[src/rtl/bfloat_pkg.sv]
// Shared widths, constants, FSM state type and rounding helper for the bfloat16 datapath.
// Define BF2I_ROUND_EN for round-to-nearest-even; otherwise results truncate toward zero.
package bfloat_pkg;

   localparam int BF_W  = 16;
   localparam int EXP_W = 8;
   localparam int MAN_W = 7;
   localparam int INT_W = 16;
   localparam int CNT_W = 4;

   localparam logic [EXP_W-1:0] EXP_BIAS      = 8'd127;
   localparam logic [EXP_W-1:0] EXP_MAX       = 8'hFF;
   localparam logic [EXP_W-1:0] EXP_MIN_SHIFT = 8'd126;
   // Exponent at which {1,mantissa} is already the integer value.
   localparam logic [EXP_W-1:0] EXP_UNITY     = EXP_BIAS + 8'(MAN_W);
   localparam logic [EXP_W-1:0] EXP_SAT       = EXP_UNITY + 8'd8;

   localparam logic [INT_W-1:0] INT16_MAX    = 16'h7FFF;
   localparam logic [INT_W-1:0] INT16_MIN    = 16'h8000;
   localparam logic [BF_W-1:0]  BF_NEG_32768 = 16'hC700;

`ifdef BF2I_ROUND_EN
   localparam bit ROUND_EN = 1'b1;
`else
   localparam bit ROUND_EN = 1'b0;
`endif

   typedef enum logic [1:0] {
      ST_IDLE,
      ST_SHIFT,
      ST_DONE
   } state_e;

   function automatic logic [INT_W-1:0] round_and_sign(
      input logic [INT_W-1:0] w,
      input logic             guard,
      input logic             sticky,
      input logic             sign
   );
      logic [INT_W-1:0] mag;
      mag = w + {{(INT_W-1){1'b0}}, ROUND_EN & guard & (sticky | w[0])};
      return sign ? (~mag) + INT_W'(1) : mag;
   endfunction

endpackage

[src/rtl/bfloat_classify.sv]
// Combinational bfloat16 operand classifier, shared by the conversion and add/sub paths.
module bfloat_classify
   import bfloat_pkg::*;
(
   input  logic [EXP_W-1:0] exp_i,
   input  logic [MAN_W-1:0] man_i,
   output logic             is_zero,
   output logic             is_sub,
   output logic             is_inf,
   output logic             is_nan,
   output logic             is_norm
);

   logic exp_zero;
   logic exp_max;
   logic man_zero;

   always_comb begin
      exp_zero = (exp_i == '0);
      exp_max  = (exp_i == EXP_MAX);
      man_zero = (man_i == '0);
      is_zero  = exp_zero & man_zero;
      is_sub   = exp_zero & ~man_zero;
      is_inf   = exp_max & man_zero;
      is_nan   = exp_max & ~man_zero;
      is_norm  = ~exp_zero & ~exp_max;
   end

endmodule

[src/rtl/bfloat_to_int.sv]
// Multi-cycle bfloat16 -> int16 converter using a 1-bit-per-cycle shifter and valid/ready handshakes.
// Rounding mode is selected by BF2I_ROUND_EN (see bfloat_pkg).
module bfloat_to_int
   import bfloat_pkg::*;
#(
   parameter logic [INT_W-1:0] NAN_VALUE = 16'h8000
) (
   input  logic              clk,
   input  logic              rst,
   input  logic [BF_W-1:0]   a,
   input  logic              in_valid,
   output logic              in_ready,
   output logic [INT_W-1:0]  c,
   output logic              out_valid,
   input  logic              out_ready,
   output logic              ovf,
   output logic              nan,
   output logic              inexact
);

   state_e           state_q, state_d;
   logic [INT_W-1:0] w_q, w_d;
   logic [CNT_W-1:0] cnt_q, cnt_d;
   logic             left_q, left_d;
   logic             guard_q, guard_d;
   logic             sticky_q, sticky_d;
   logic             sign_q, sign_d;
   logic [INT_W-1:0] c_q, c_d;
   logic             ovf_q, ovf_d;
   logic             nan_q, nan_d;
   logic             inexact_q, inexact_d;

   logic             a_sign;
   logic [EXP_W-1:0] a_exp;
   logic [MAN_W-1:0] a_man;
   logic             is_zero, is_sub, is_inf, is_nan, is_norm;

   logic [INT_W-1:0] w_shift;
   logic             guard_shift;
   logic             sticky_shift;

   assign a_sign = a[BF_W-1];
   assign a_exp  = a[BF_W-2 -: EXP_W];
   assign a_man  = a[MAN_W-1:0];

   bfloat_classify u_classify (
      .exp_i   (a_exp),
      .man_i   (a_man),
      .is_zero (is_zero),
      .is_sub  (is_sub),
      .is_inf  (is_inf),
      .is_nan  (is_nan),
      .is_norm (is_norm)
   );

   // NOTE: nonblocking assignments here so every flop samples the pre-edge value of its _d.
   always_ff @(posedge clk) begin
      if (rst) begin
         state_q   <= ST_IDLE;
         w_q       <= '0;
         cnt_q     <= '0;
         left_q    <= 1'b0;
         guard_q   <= 1'b0;
         sticky_q  <= 1'b0;
         sign_q    <= 1'b0;
         c_q       <= '0;
         ovf_q     <= 1'b0;
         nan_q     <= 1'b0;
         inexact_q <= 1'b0;
      end else begin
         state_q   <= state_d;
         w_q       <= w_d;
         cnt_q     <= cnt_d;
         left_q    <= left_d;
         guard_q   <= guard_d;
         sticky_q  <= sticky_d;
         sign_q    <= sign_d;
         c_q       <= c_d;
         ovf_q     <= ovf_d;
         nan_q     <= nan_d;
         inexact_q <= inexact_d;
      end
   end

   // NOTE: every _d starts from its _q so no path through the case infers a latch.
   always_comb begin
      state_d   = state_q;
      w_d       = w_q;
      cnt_d     = cnt_q;
      left_d    = left_q;
      guard_d   = guard_q;
      sticky_d  = sticky_q;
      sign_d    = sign_q;
      c_d       = c_q;
      ovf_d     = ovf_q;
      nan_d     = nan_q;
      inexact_d = inexact_q;

      // Right shifts push the old guard into sticky; left shifts lose nothing.
      w_shift      = left_q ? (w_q << 1) : (w_q >> 1);
      guard_shift  = left_q ? guard_q : w_q[0];
      sticky_shift = left_q ? sticky_q : (sticky_q | guard_q);

      case (state_q)
         ST_IDLE: begin
            if (in_valid) begin
               sign_d    = a_sign;
               w_d       = {{(INT_W-MAN_W-1){1'b0}}, 1'b1, a_man};
               guard_d   = 1'b0;
               sticky_d  = 1'b0;
               c_d       = '0;
               ovf_d     = 1'b0;
               nan_d     = 1'b0;
               inexact_d = 1'b0;
               state_d   = ST_DONE;
               if (is_nan) begin
                  c_d   = NAN_VALUE;
                  nan_d = 1'b1;
               end else if (is_inf || (is_norm && a_exp >= EXP_SAT)) begin
                  if (a == BF_NEG_32768) begin
                     c_d = INT16_MIN;
                  end else begin
                     c_d   = a_sign ? INT16_MIN : INT16_MAX;
                     ovf_d = 1'b1;
                  end
               end else if (is_zero || is_sub) begin
                  inexact_d = is_sub;
               end else if (a_exp < EXP_MIN_SHIFT) begin
                  inexact_d = 1'b1;
               end else if (a_exp == EXP_UNITY) begin
                  c_d = round_and_sign(w_d, 1'b0, 1'b0, a_sign);
               end else begin
                  state_d = ST_SHIFT;
                  left_d  = (a_exp > EXP_UNITY);
                  cnt_d   = left_d ? CNT_W'(a_exp - EXP_UNITY) : CNT_W'(EXP_UNITY - a_exp);
               end
            end
         end
         ST_SHIFT: begin
            w_d      = w_shift;
            guard_d  = guard_shift;
            sticky_d = sticky_shift;
            cnt_d    = cnt_q - CNT_W'(1);
            if (cnt_q == CNT_W'(1)) begin
               state_d   = ST_DONE;
               c_d       = round_and_sign(w_shift, guard_shift, sticky_shift, sign_q);
               inexact_d = guard_shift | sticky_shift;
            end
         end
         ST_DONE: begin
            if (out_ready) state_d = ST_IDLE;
         end
         default: state_d = ST_IDLE;
      endcase
   end

   always_comb begin
      in_ready  = (state_q == ST_IDLE);
      out_valid = (state_q == ST_DONE);
      c         = c_q;
      ovf       = ovf_q;
      nan       = nan_q;
      inexact   = inexact_q;
   end

endmodule

[config.mk]
export PLATFORM = sky130hd
export DESIGN_NAME = bfloat_to_int
export DESIGN_NICKNAME = d
export VERILOG_FILES = /design/src/rtl/bfloat_pkg.sv /design/src/rtl/bfloat_classify.sv /design/src/rtl/bfloat_to_int.sv
export SDC_FILE = /design/constraint.sdc
export NUM_CORES = 1
export LEC_CHECK = 0
export ABC_AREA = 1
export CORE_MARGIN = 2
export CORE_UTILIZATION = 25
export CTS_CLUSTER_DIAMETER = 150
export DETAILED_ROUTE_END_ITERATION = 12
export DONT_BUFFER_PORTS = 1
export PLACE_DENSITY = 0.48
export SKIP_CTS_REPAIR_TIMING = 1
export SLEW_MARGIN = 15
export SYNTH_ARGS = -nofsm -noshare
export SYNTH_HDL_FRONTEND = slang
export SYNTH_SLANG_ARGS = --single-unit
[constraint.sdc]
create_clock -name clk -period 1.8 [get_ports clk]
set_clock_uncertainty 0.05 [all_clocks]
set_input_delay 0.36 -clock clk [delete_from_list [all_inputs] [get_ports clk]]
set_output_delay 0.36 -clock clk [all_outputs]
set_load 0.02 [all_outputs]
==> reports/results.tsv, run 1 <==
metric	value	unit
Starting DRT DRC Count	128	
clock power share	0.330	
Fin Hold WS	0.0772	ns
Cell Int Power	2.00	mW
syn nets	536	
pin count of the biggest net entering global routing	27	
yosys warns	0	
post-synth top area share	0.284	
initial antenna violation count	0	
combinational share of power	0.279	
Synth async-reset ratio	0	
flops & latches, synth	45	
Synth Area in Compound Gates	0.180	
fin area	3880	um^2
Peak VDD IR	0.341	mV
Area contributors post-synth	dfxtp_1, nand2_1, inv_1	
overall power	3.05	mW
CTS tree	built	
worst endpoint data arrival time	1.87	ns
Post-Syn Area	3170	um^2
Post-route DRC	0	
Clock Sinks	45	
minimum clock period	1.72	ns
GRT overflow	0	
critical path type	register to register	
CP endpoint kind	register	
root buffer cell	clkbuf_16	
first-pass GRT wire length	15.8	mm
max_slew headroom	0.699	
Synth Instances	507	
run status	finished clean	
Placement Cell Area	3620	um^2
Core ar.	12500	um^2
Crit Path Max Fanout	9	
largest family of logic cells by synthesized area	simple AND/OR/NAND/NOR gates	
R2R depth	14	
Post-DRT Antenna Nets	0	
Initial Util	0.253	
RSZ-0062 raised after global routing	true	
Simple-Gate Fraction of Synth Area	0.349	
Req. time, crit path	1.95	ns
Detailed Routing Iterations Pass 1	5	
vias in the first global route	3207	
Post-synth EDFFs	0	
Switching Fraction	0.344	
Clock transition at path regs	0.07	ns
share of layout cells above drive strength 1	0.192	
max-slew violation count	0	
Max-Cap Viols	0	
Buffers on Ports	0	
Sequential Power Share	0.391	
Fin Setup TNS	0	ns
Critical Path Start	left_q	
post-synth top area cell	dfxtp_1	
Die Area	13600	um^2
count of cell types in the netlist	38	
H-tree depth	2	
io pins	41	
Worst setup endpoint	c[12]	
Pleak	1.80	nW
post-detail-place hpwl	7.44	mm
post-layout util	0.310	
Synth-to-Final Area Change	22.5	%
Fin. Hold Viols	0	
Pwr Density	785	nW/um^2
worst slew pin tran	0.450	ns
dpl cells	704	
Final nets	571	
Vias	3251	
register-to-register setup slack	0.08	ns
ys flop type	dfxtp_1	
r2r endpoint	c[12]	
CP Launch Type	register	
ANT cells	0	
commonest cells after routing, fill and taps aside	nand2_1, inv_1, nor2_1	
Worst-Skew Late Latency	0.30	ns
mux cell area share after synthesis	0	
Max Buffers Root-to-Sink	2	
reg-to-reg startpoint	left_q	
register area share after synthesis	0.284	
# rows	41	
die outline width	117	um
Hold Path Class	primary input to register	
Psw	1.05	mW
# setup viols final	0	
gr usage total	0.148	
Die Span Y	117	um
most common cell after layout, fill and taps aside	nand2_1	
Placer Congestion	0.890	
Num CTS Buffers	5	
syn_area_per_cell	6.26	um^2
WL/cell	13.6	um
post-route insts no fill	715	
period utilisation layout	0.957	
final WL	9.72	mm
PnR worst setup slack	0.0770	ns
synthesized-area fraction occupied by adder cells	0.0355	
Achievable Freq	0.580	GHz
Synth Area in XOR/XNOR	0.0331	
pre-CTS setup slack	-0.0541	ns
vias per cell	4.55	
[power by group through the flow]
| stage | logic [mW] | registers (mW) | clock network, mW |
|---|---|---|---|
| floorplan | 0.548 | 1.19 | 0 |
| global placement | 0.779 | 1.21 | 0 |
| detailed placement | 0.784 | 1.21 | 0 |
| CTS | 0.788 | 1.19 | 1.03 |
| global route | 0.953 | 1.20 | 1.06 |
| finish | 0.850 | 1.19 | 1.01 |
[area by class of cell]
type,instances,area [um^2]
fillers,1434,8630
multi-input cells,373,1970
flip-flops and latches,45,903
repair buffers,47,365
inverters,70,270
well taps,172,215
clock buffers,7,153
clock inverters,1,5.00
[flip-flops by register name, summed over array words and instances, names as in the netlist]
register	flops
nan	1
inexact	1
ovf	1
guard_q	1
left_q	1
cnt_q	4
c	16
sticky_q	1
state_q	2
sign_q	1
w_q	16
[logic make-up after synthesis]
family,count (synthesis)
and+or+nand+nor,248
xor gates and xnor gates,12
AOI/OAI and AO/OA,104
adders and majority gates,9
buffers and inverters,89
DFF,45
[worst min-delay path by stage]
stage / from / to / depth (start not counted)
5_1_grt: rst / w_q[8] / 1
3_5_place_dp: rst / w_q[10] / 1
3_3_place_gp: rst / w_q[9] / 1
4_1_cts: rst / w_q[0] / 1
2_1_floorplan: w_q[10] / w_q[10] / 2
6_report: rst / w_q[0] / 1
[critical path, cell delays in order, from the launching register on]
cell and delay, ns:
dfxtp_2 0.34, buf_12 0.14, inv_8 0.07, buf_4 0.13
nand2_1 0.06, nand2_2 0.09, nand2_4 0.07, nor2_4 0.17
nand3_4 0.09, nand2_4 0.10, o21ai_1 0.07, nand2_1 0.06
nand3_1 0.08, nand2_1 0.07, inv_1 0.03
[routing by layer]
metal / track usage / share of wire / vias up
met1: 0.178 / 0.46 / 1504
met2: 0.266 / 0.51 / 43
met3: 0.0239 / 0.022 / 9
li1: - / - / 1695
met4: 0.0510 / 0.016 / 0
met5: 0 / 0 / -
[cells in the mapped netlist, types with 2 or more instances]
master / number
a21oi_1: 40
a31oi_1: 2
buf_1: 2
buf_2: 7
buf_6: 3
clkbuf_1: 6
dfxtp_1: 45
ha_1: 9
inv_1: 61
inv_2: 7
nand2_1: 127
nand2_2: 8
nand3_1: 30
nand3_2: 3
nand4_1: 6
nor2_1: 51
nor2_2: 6
nor2_4: 5
nor3_1: 9
o211ai_1: 4
o21ai_0: 37
o21ai_1: 12
o21ai_2: 2
xnor2_1: 4
xor2_1: 8
(Power assumes the default switching activity.)
==> run 2, diff against run 1 <==
--- a/config.mk
+++ b/config.mk
@@ -5,7 +5,7 @@
 export SDC_FILE = /design/constraint.sdc
 export NUM_CORES = 1
 export LEC_CHECK = 0
-export ABC_AREA = 1
+export ABC_AREA = 0
 export CORE_MARGIN = 2
 export CORE_UTILIZATION = 25
 export CTS_CLUSTER_DIAMETER = 150
==> run 2 against run 1 <==
Against the previous run: routed wire length increased by 15%; clock power decreased by 4%; critical endpoint is now c[15]; the flow now finishes with violations (negative setup slack); worst setup slack got worse by 0.20 ns; register-to-register slack got worse by 0.20 ns.
==> reports/results.tsv, run 2 <==
metric	value	unit	change
Initial Util	0.253		about the same
Vias	3465		was 3251
Hold Path Class	primary input to register		unchanged
RSZ-0062 raised after global routing	true		unchanged
gr usage total	0.159		was 0.148
Post-DRT Antenna Nets	0		unchanged
post-detail-place hpwl	8.57	mm	was 7.44 mm
most common cell in the netlist	nor2_1		was nand2_1
Req. time, crit path	1.94	ns	was 1.95 ns
yosys warns	0		unchanged
Max Buffers Root-to-Sink	2		unchanged
slowest cell delay on critical path	0.41	ns	was 0.34 ns
reg-to-reg startpoint	left_q		unchanged
Core ar.	13100	um^2	was 12500 um^2
R2R depth	7		was 14
post-synth top area share	0.271		was 0.284
max_slew headroom	0.716		was 0.699
worst slew pin tran	0.422	ns	was 0.450 ns
# setup viols final	8		was 0
WP buf/inv	2		was 4
# rows	42		was 41
run status	complete, but fails checks		was finished clean
Placement Cell Area	4090	um^2	was 3620 um^2
Clock Sinks	45		unchanged
Starting DRT DRC Count	147		was 128
final WL	11.2	mm	was 9.72 mm
initial antenna violation count	0		unchanged
list of most frequent post-synthesis cells	nor2_1, dfxtp_1, a21oi_1		was nand2_1, inv_1, nor2_1
syn_area_per_cell	7.79	um^2	was 6.26 um^2
Critical Path Start	left_q		unchanged
Pleak	1.64	nW	was 1.80 nW
io pins	41		unchanged
period utilisation layout	1.07		was 0.957
root buffer cell	clkbuf_16		unchanged
Synth Instances	427		was 507
post-route insts no fill	666		was 715
dpl cells	655		was 704
Worst-Skew Late Latency	0.30	ns	about the same
register-to-register setup slack	-0.12	ns	was 0.08 ns
Worst path slowest cell	dfxtp_4		was dfxtp_2
PnR worst setup slack	-0.123	ns	was 0.0770 ns
ys flop type	dfxtp_1		unchanged
Synth async-reset ratio	0		unchanged
WP depth	7		was 14
Final nets	518		was 571
Buffers on Ports	0		unchanged
most common cell after layout, fill and taps aside	buf_4		was nand2_1
CP Launch Type	register		unchanged
vias in the first global route	3446		was 3207
CTS tree	built		unchanged
fin area	4430	um^2	was 3880 um^2
post-synth top area cell	dfxtp_1		unchanged
Peak VDD IR	0.345	mV	was 0.341 mV
Post-Syn Area	3320	um^2	was 3170 um^2
Area contributors post-synth	dfxtp_1, nor2_1, a21oi_1		was dfxtp_1, nand2_1, inv_1
Placer Congestion	0.847		was 0.890
Crit path max-delay family	compound AO/OA/AOI/OAI gates		was simple AND/OR/NAND/NOR gates
minimum clock period	1.92	ns	was 1.72 ns
Num CTS Buffers	5		unchanged
register area share after synthesis	0.271		was 0.284
flops & latches, synth	45		unchanged
syn nets	456		was 536
Post-synth EDFFs	0		unchanged
die outline width	119	um	was 117 um
CP endpoint kind	register		unchanged
CP cell instances	buf_8, buf_6, nor3b_2, o21bai_2, o41ai_2, mux2i_1, a211oi_2		was buf_12, inv_8, buf_4, nand2_1, nand2_2, nand2_4, nor2_4, nand3_4, nand2_4, o21ai_1, nand2_1, nand3_1, nand2_1, inv_1
Fin. Hold Viols	0		unchanged
Fin Setup TNS	-0.337	ns	was 0 ns
Max-Cap Viols	0		unchanged
post-layout util	0.337		was 0.310
Achievable Freq	0.520	GHz	was 0.580 GHz
worst endpoint data arrival time	2.06	ns	was 1.87 ns
H-tree depth	2		unchanged
Die Area	14200	um^2	was 13600 um^2
Die Span Y	119	um	was 117 um
Clock transition at path regs	0.07	ns	about the same
violations in the final reports	negative setup slack		
ANT cells	0		unchanged
share of layout cells above drive strength 1	0.302		was 0.192
WL/cell	16.8	um	was 13.6 um
max-slew violation count	0		unchanged
Post-route DRC	0		unchanged
Detailed Routing Iterations Pass 1	4		was 5
critical path type	register to register		unchanged
Pwr Density	615	nW/um^2	was 785 nW/um^2
count of cell types in the netlist	74		was 38
pre-CTS setup slack	-0.244	ns	was -0.0541 ns
pin count of the biggest net entering global routing	61		was 27
r2r endpoint	c[15]		was c[12]
overall power	2.72	mW	was 3.05 mW
first-pass GRT wire length	18.2	mm	was 15.8 mm
Synth-to-Final Area Change	33.2	%	was 22.5%
vias per cell	5.20		was 4.55
Worst setup endpoint	c[15]		was c[12]
Fin Hold WS	0.0824	ns	was 0.0772 ns
GRT overflow	0		unchanged
commonest cells after routing, fill and taps aside	buf_4, nor2_1, dfxtp_1		was nand2_1, inv_1, nor2_1
Crit Path Max Fanout	9		unchanged
-- run 2: changes by cell type after synthesis, sizes merged, moves of 13 or more --
cell,previous run,this run
nor3,9,29
inv,69,12
nand2,135,28
o21ai,52,17
mux2i,0,14
nand3,33,14
a211oi,0,13
-- run 2: cell type report --
cell class | count | area [um^2]
repair buffers | 84 | 666
fillers | 1433 | 8710
inverters | 13 | 48.8
clock buffers | 5 | 125
clock inverters | 3 | 25.0
well taps | 176 | 220
multi-input cells | 340 | 2440
flip-flops and latches | 45 | 907
-- run 2: metal layers --
layer  vias to the layer above  GRT usage  wire length [um]
li1                       1730          -                 -
met1                      1657      0.206              5110
met2                        68      0.268              5370
met3                        10     0.0311               506
met4                         0     0.0493               175
met5                         -          0                 0
-- run 2: worst reg2reg max path, delay by kind of cell (launching register included) --
family,cells,cell delay [ns]
mux,1,0.30
compound gates,3,0.60
flops,1,0.41
buf+inv,2,0.28
simple gates,1,0.17
-- run 2: where the power goes --
group / switching (mW) / internal, mW
Combinational: 0.331 / 0.289
Sequential: 0.0867 / 1.05
Clock: 0.443 / 0.525
-- run 2: how the worst min path moves through the flow --
stage | start | end | slack [ns] | cells past startpoint
floorplan | sticky_q | sticky_q | 0.41 | 2
global placement | rst | c[15] | 0.39 | 1
global route | rst | c[15] | 0.07 | 1
finish | rst | inexact | 0.08 | 1
detailed placement | rst | c[15] | 0.39 | 1
CTS | rst | c[15] | 0.06 | 1
-- run 2: kinds of logic after synthesis --
group | share of synthesized area
mux | 0.0625
simple gates | 0.280
flops | 0.271
fa+ha+maj | 0.0339
compound gates | 0.283
buf+inv | 0.0512
xor+xnor | 0.0184
==> run 3, diff against run 2 <==
--- a/config.mk
+++ b/config.mk
@@ -7,11 +7,12 @@
 export LEC_CHECK = 0
 export ABC_AREA = 0
 export CORE_MARGIN = 2
-export CORE_UTILIZATION = 25
+export CORE_UTILIZATION = 55
 export CTS_CLUSTER_DIAMETER = 150
+export CTS_CLUSTER_SIZE = 12
 export DETAILED_ROUTE_END_ITERATION = 12
 export DONT_BUFFER_PORTS = 1
-export PLACE_DENSITY = 0.48
+export PLACE_DENSITY = 0.8
 export SKIP_CTS_REPAIR_TIMING = 1
 export SLEW_MARGIN = 15
 export SYNTH_ARGS = -nofsm -noshare
==> run 3 against run 2 <==
Against the previous run: the run still ends with negative setup slack left; routed wire length rose by 0.67%; power decreased by 9.8%; maximum frequency increased by 0.40%; cell count decreased by 17%; clock power shrank 30%; register-to-register slack barely moved; global-route usage rose by 15 points; worst hold slack worse by 0.011 ns.
==> reports/results.tsv, run 3 (synthesis gave the netlist of run 2 again) <==
metric	value	unit	change
Num CTS Buffers	5		unchanged
Placer Congestion	0.910		was 0.847
Hold Path Class	primary input to register		unchanged
worst endpoint data arrival time	2.06	ns	about the same
Max-Cap Viols	0		unchanged
Initial Util	0.565		was 0.253
RSZ-0062 raised after global routing	true		unchanged
Crit path max-delay family	simple AND/OR/NAND/NOR gates		was compound AO/OA/AOI/OAI gates
max-slew violation count	0		unchanged
max_slew headroom	0.656		was 0.716
Clock Sinks	45		unchanged
most used cell, CP	o31ai_1		
gr usage total	0.312		was 0.159
slowest cell delay on critical path	0.37	ns	was 0.41 ns
Pleak	1.58	nW	was 1.64 nW
r2r endpoint	c[13]		was c[15]
Die Area	6680	um^2	was 14200 um^2
die outline width	81.7	um	was 119 um
vias in the first global route	3345		was 3446
final WL	11.2	mm	about the same
Fin Hold WS	0.0709	ns	was 0.0824 ns
dpl cells	537		was 655
Peak VDD IR	0.289	mV	was 0.345 mV
minimum clock period	1.92	ns	about the same
# setup viols final	8		unchanged
Synth-to-Final Area Change	27.4	%	was 33.2%
Post-DRT Antenna Nets	0		unchanged
reg-to-reg startpoint	left_q		unchanged
worst slew pin tran	0.514	ns	was 0.422 ns
R2R depth	7		unchanged
vias per cell	6.72		was 5.20
post-route insts no fill	555		was 666
io pins	41		unchanged
Critical Path Start	left_q		unchanged
critical path type	register to register		unchanged
Core ar.	5890	um^2	was 13100 um^2
pin count of the biggest net entering global routing	61		unchanged
H-tree depth	2		unchanged
first-pass GRT wire length	16.2	mm	was 18.2 mm
# rows	28		was 42
share of layout cells above drive strength 1	0.302		about the same
Final nets	509		was 518
Detailed Routing Iterations Pass 1	5		was 4
period utilisation layout	1.06		was 1.07
root buffer cell	clkbuf_8		was clkbuf_16
Crit Path Max Fanout	8		was 9
Achievable Freq	0.522	GHz	was 0.520 GHz
ANT cells	0		unchanged
Pwr Density	580	nW/um^2	was 615 nW/um^2
PnR worst setup slack	-0.116	ns	was -0.123 ns
WP depth	7		unchanged
Post-route DRC	0		unchanged
Buffers on Ports	0		unchanged
CP endpoint kind	register		unchanged
run status	complete, but fails checks		unchanged
Fin. Hold Viols	0		unchanged
Vias	3727		was 3465
Die Span Y	81.7	um	was 119 um
Worst-Skew Late Latency	0.31	ns	was 0.30 ns
Max Buffers Root-to-Sink	2		unchanged
Starting DRT DRC Count	391		was 147
Worst setup endpoint	c[13]		was c[15]
most common cell after layout, fill and taps aside	buf_4		unchanged
WL/cell	20.3	um	was 16.8 um
min-delay src	rst		unchanged
commonest cells after routing, fill and taps aside	buf_4, nor2_1, dfxtp_1		unchanged
Clock transition at path regs	0.09	ns	was 0.07 ns
GRT overflow	0		unchanged
violations in the final reports	negative setup slack		unchanged
Req. time, crit path	1.95	ns	was 1.94 ns
post-detail-place hpwl	7.51	mm	was 8.57 mm
initial antenna violation count	0		unchanged
register-to-register setup slack	-0.12	ns	about the same
CP Launch Type	register		unchanged
Worst path slowest cell	dfxtp_4		unchanged
WP buf/inv	2		unchanged
CTS tree	built		unchanged
CP cell instances	buf_6, nor4_2, nor2_1, buf_4, o31ai_1, mux2i_1, o31ai_1		was buf_8, buf_6, nor3b_2, o21bai_2, o41ai_2, mux2i_1, a211oi_2
## run 3: cell types whose count changed in the layout (fill, tap and decap cells not counted), sizes merged
cell,before,now
buf,84,75
inv,14,12
clkinvlp,1,0
clkbuf,5,7
## run 3: worst min-delay path by stage
stage / to / slack (ns) / cells after the start
after global placement: c[15] / 0.38 / 1
after global routing: cnt_q[0] / 0.05 / 1
after detailed placement: c[15] / 0.39 / 1
after CTS: c[15] / 0.06 / 1
after floorplan: sticky_q / 0.41 / 2
final: c[15] / 0.07 / 1
## run 3: area by class of cell
type	instances	area (um^2)
inverters	13	48.8
well taps	75	93.8
multi-input cells	340	2500
repair buffers	75	594
flip-flops and latches	45	911
clock buffers	7	86.3
fillers	418	1650
## run 3: report_power, final
part	total, mW	internal [mW]	leakage [nW]	switching, mW
sequential	1.13	1.05	0.371	0.0856
clock	0.677	0.306	0.0443	0.371
combinational	0.646	0.287	1.16	0.359
total	2.46	1.64	1.58	0.816
## run 3: stage by stage
step	utilization	cell area (um^2)	power (mW)	setup slack, ns	TNS, ns
global route	0.720	4240	2.53	-0.178	-0.775
floorplan	-	3380	1.52	-0.0412	-0.111
CTS	0.663	3910	2.34	-0.219	-2.07
finish	0.720	4240	2.46	-0.116	-0.314
detailed placement	0.649	3820	1.69	-0.263	-3.38
global placement	0.649	3820	1.68	-0.172	-1.72
## run 3: per-layer routing
layer,track usage,vias up,part of all wire
met5,0,-,0
met4,0.113,0,0.038
met3,0.0593,43,0.068
met2,0.524,196,0.50
met1,0.398,1777,0.40
li1,-,1711,-
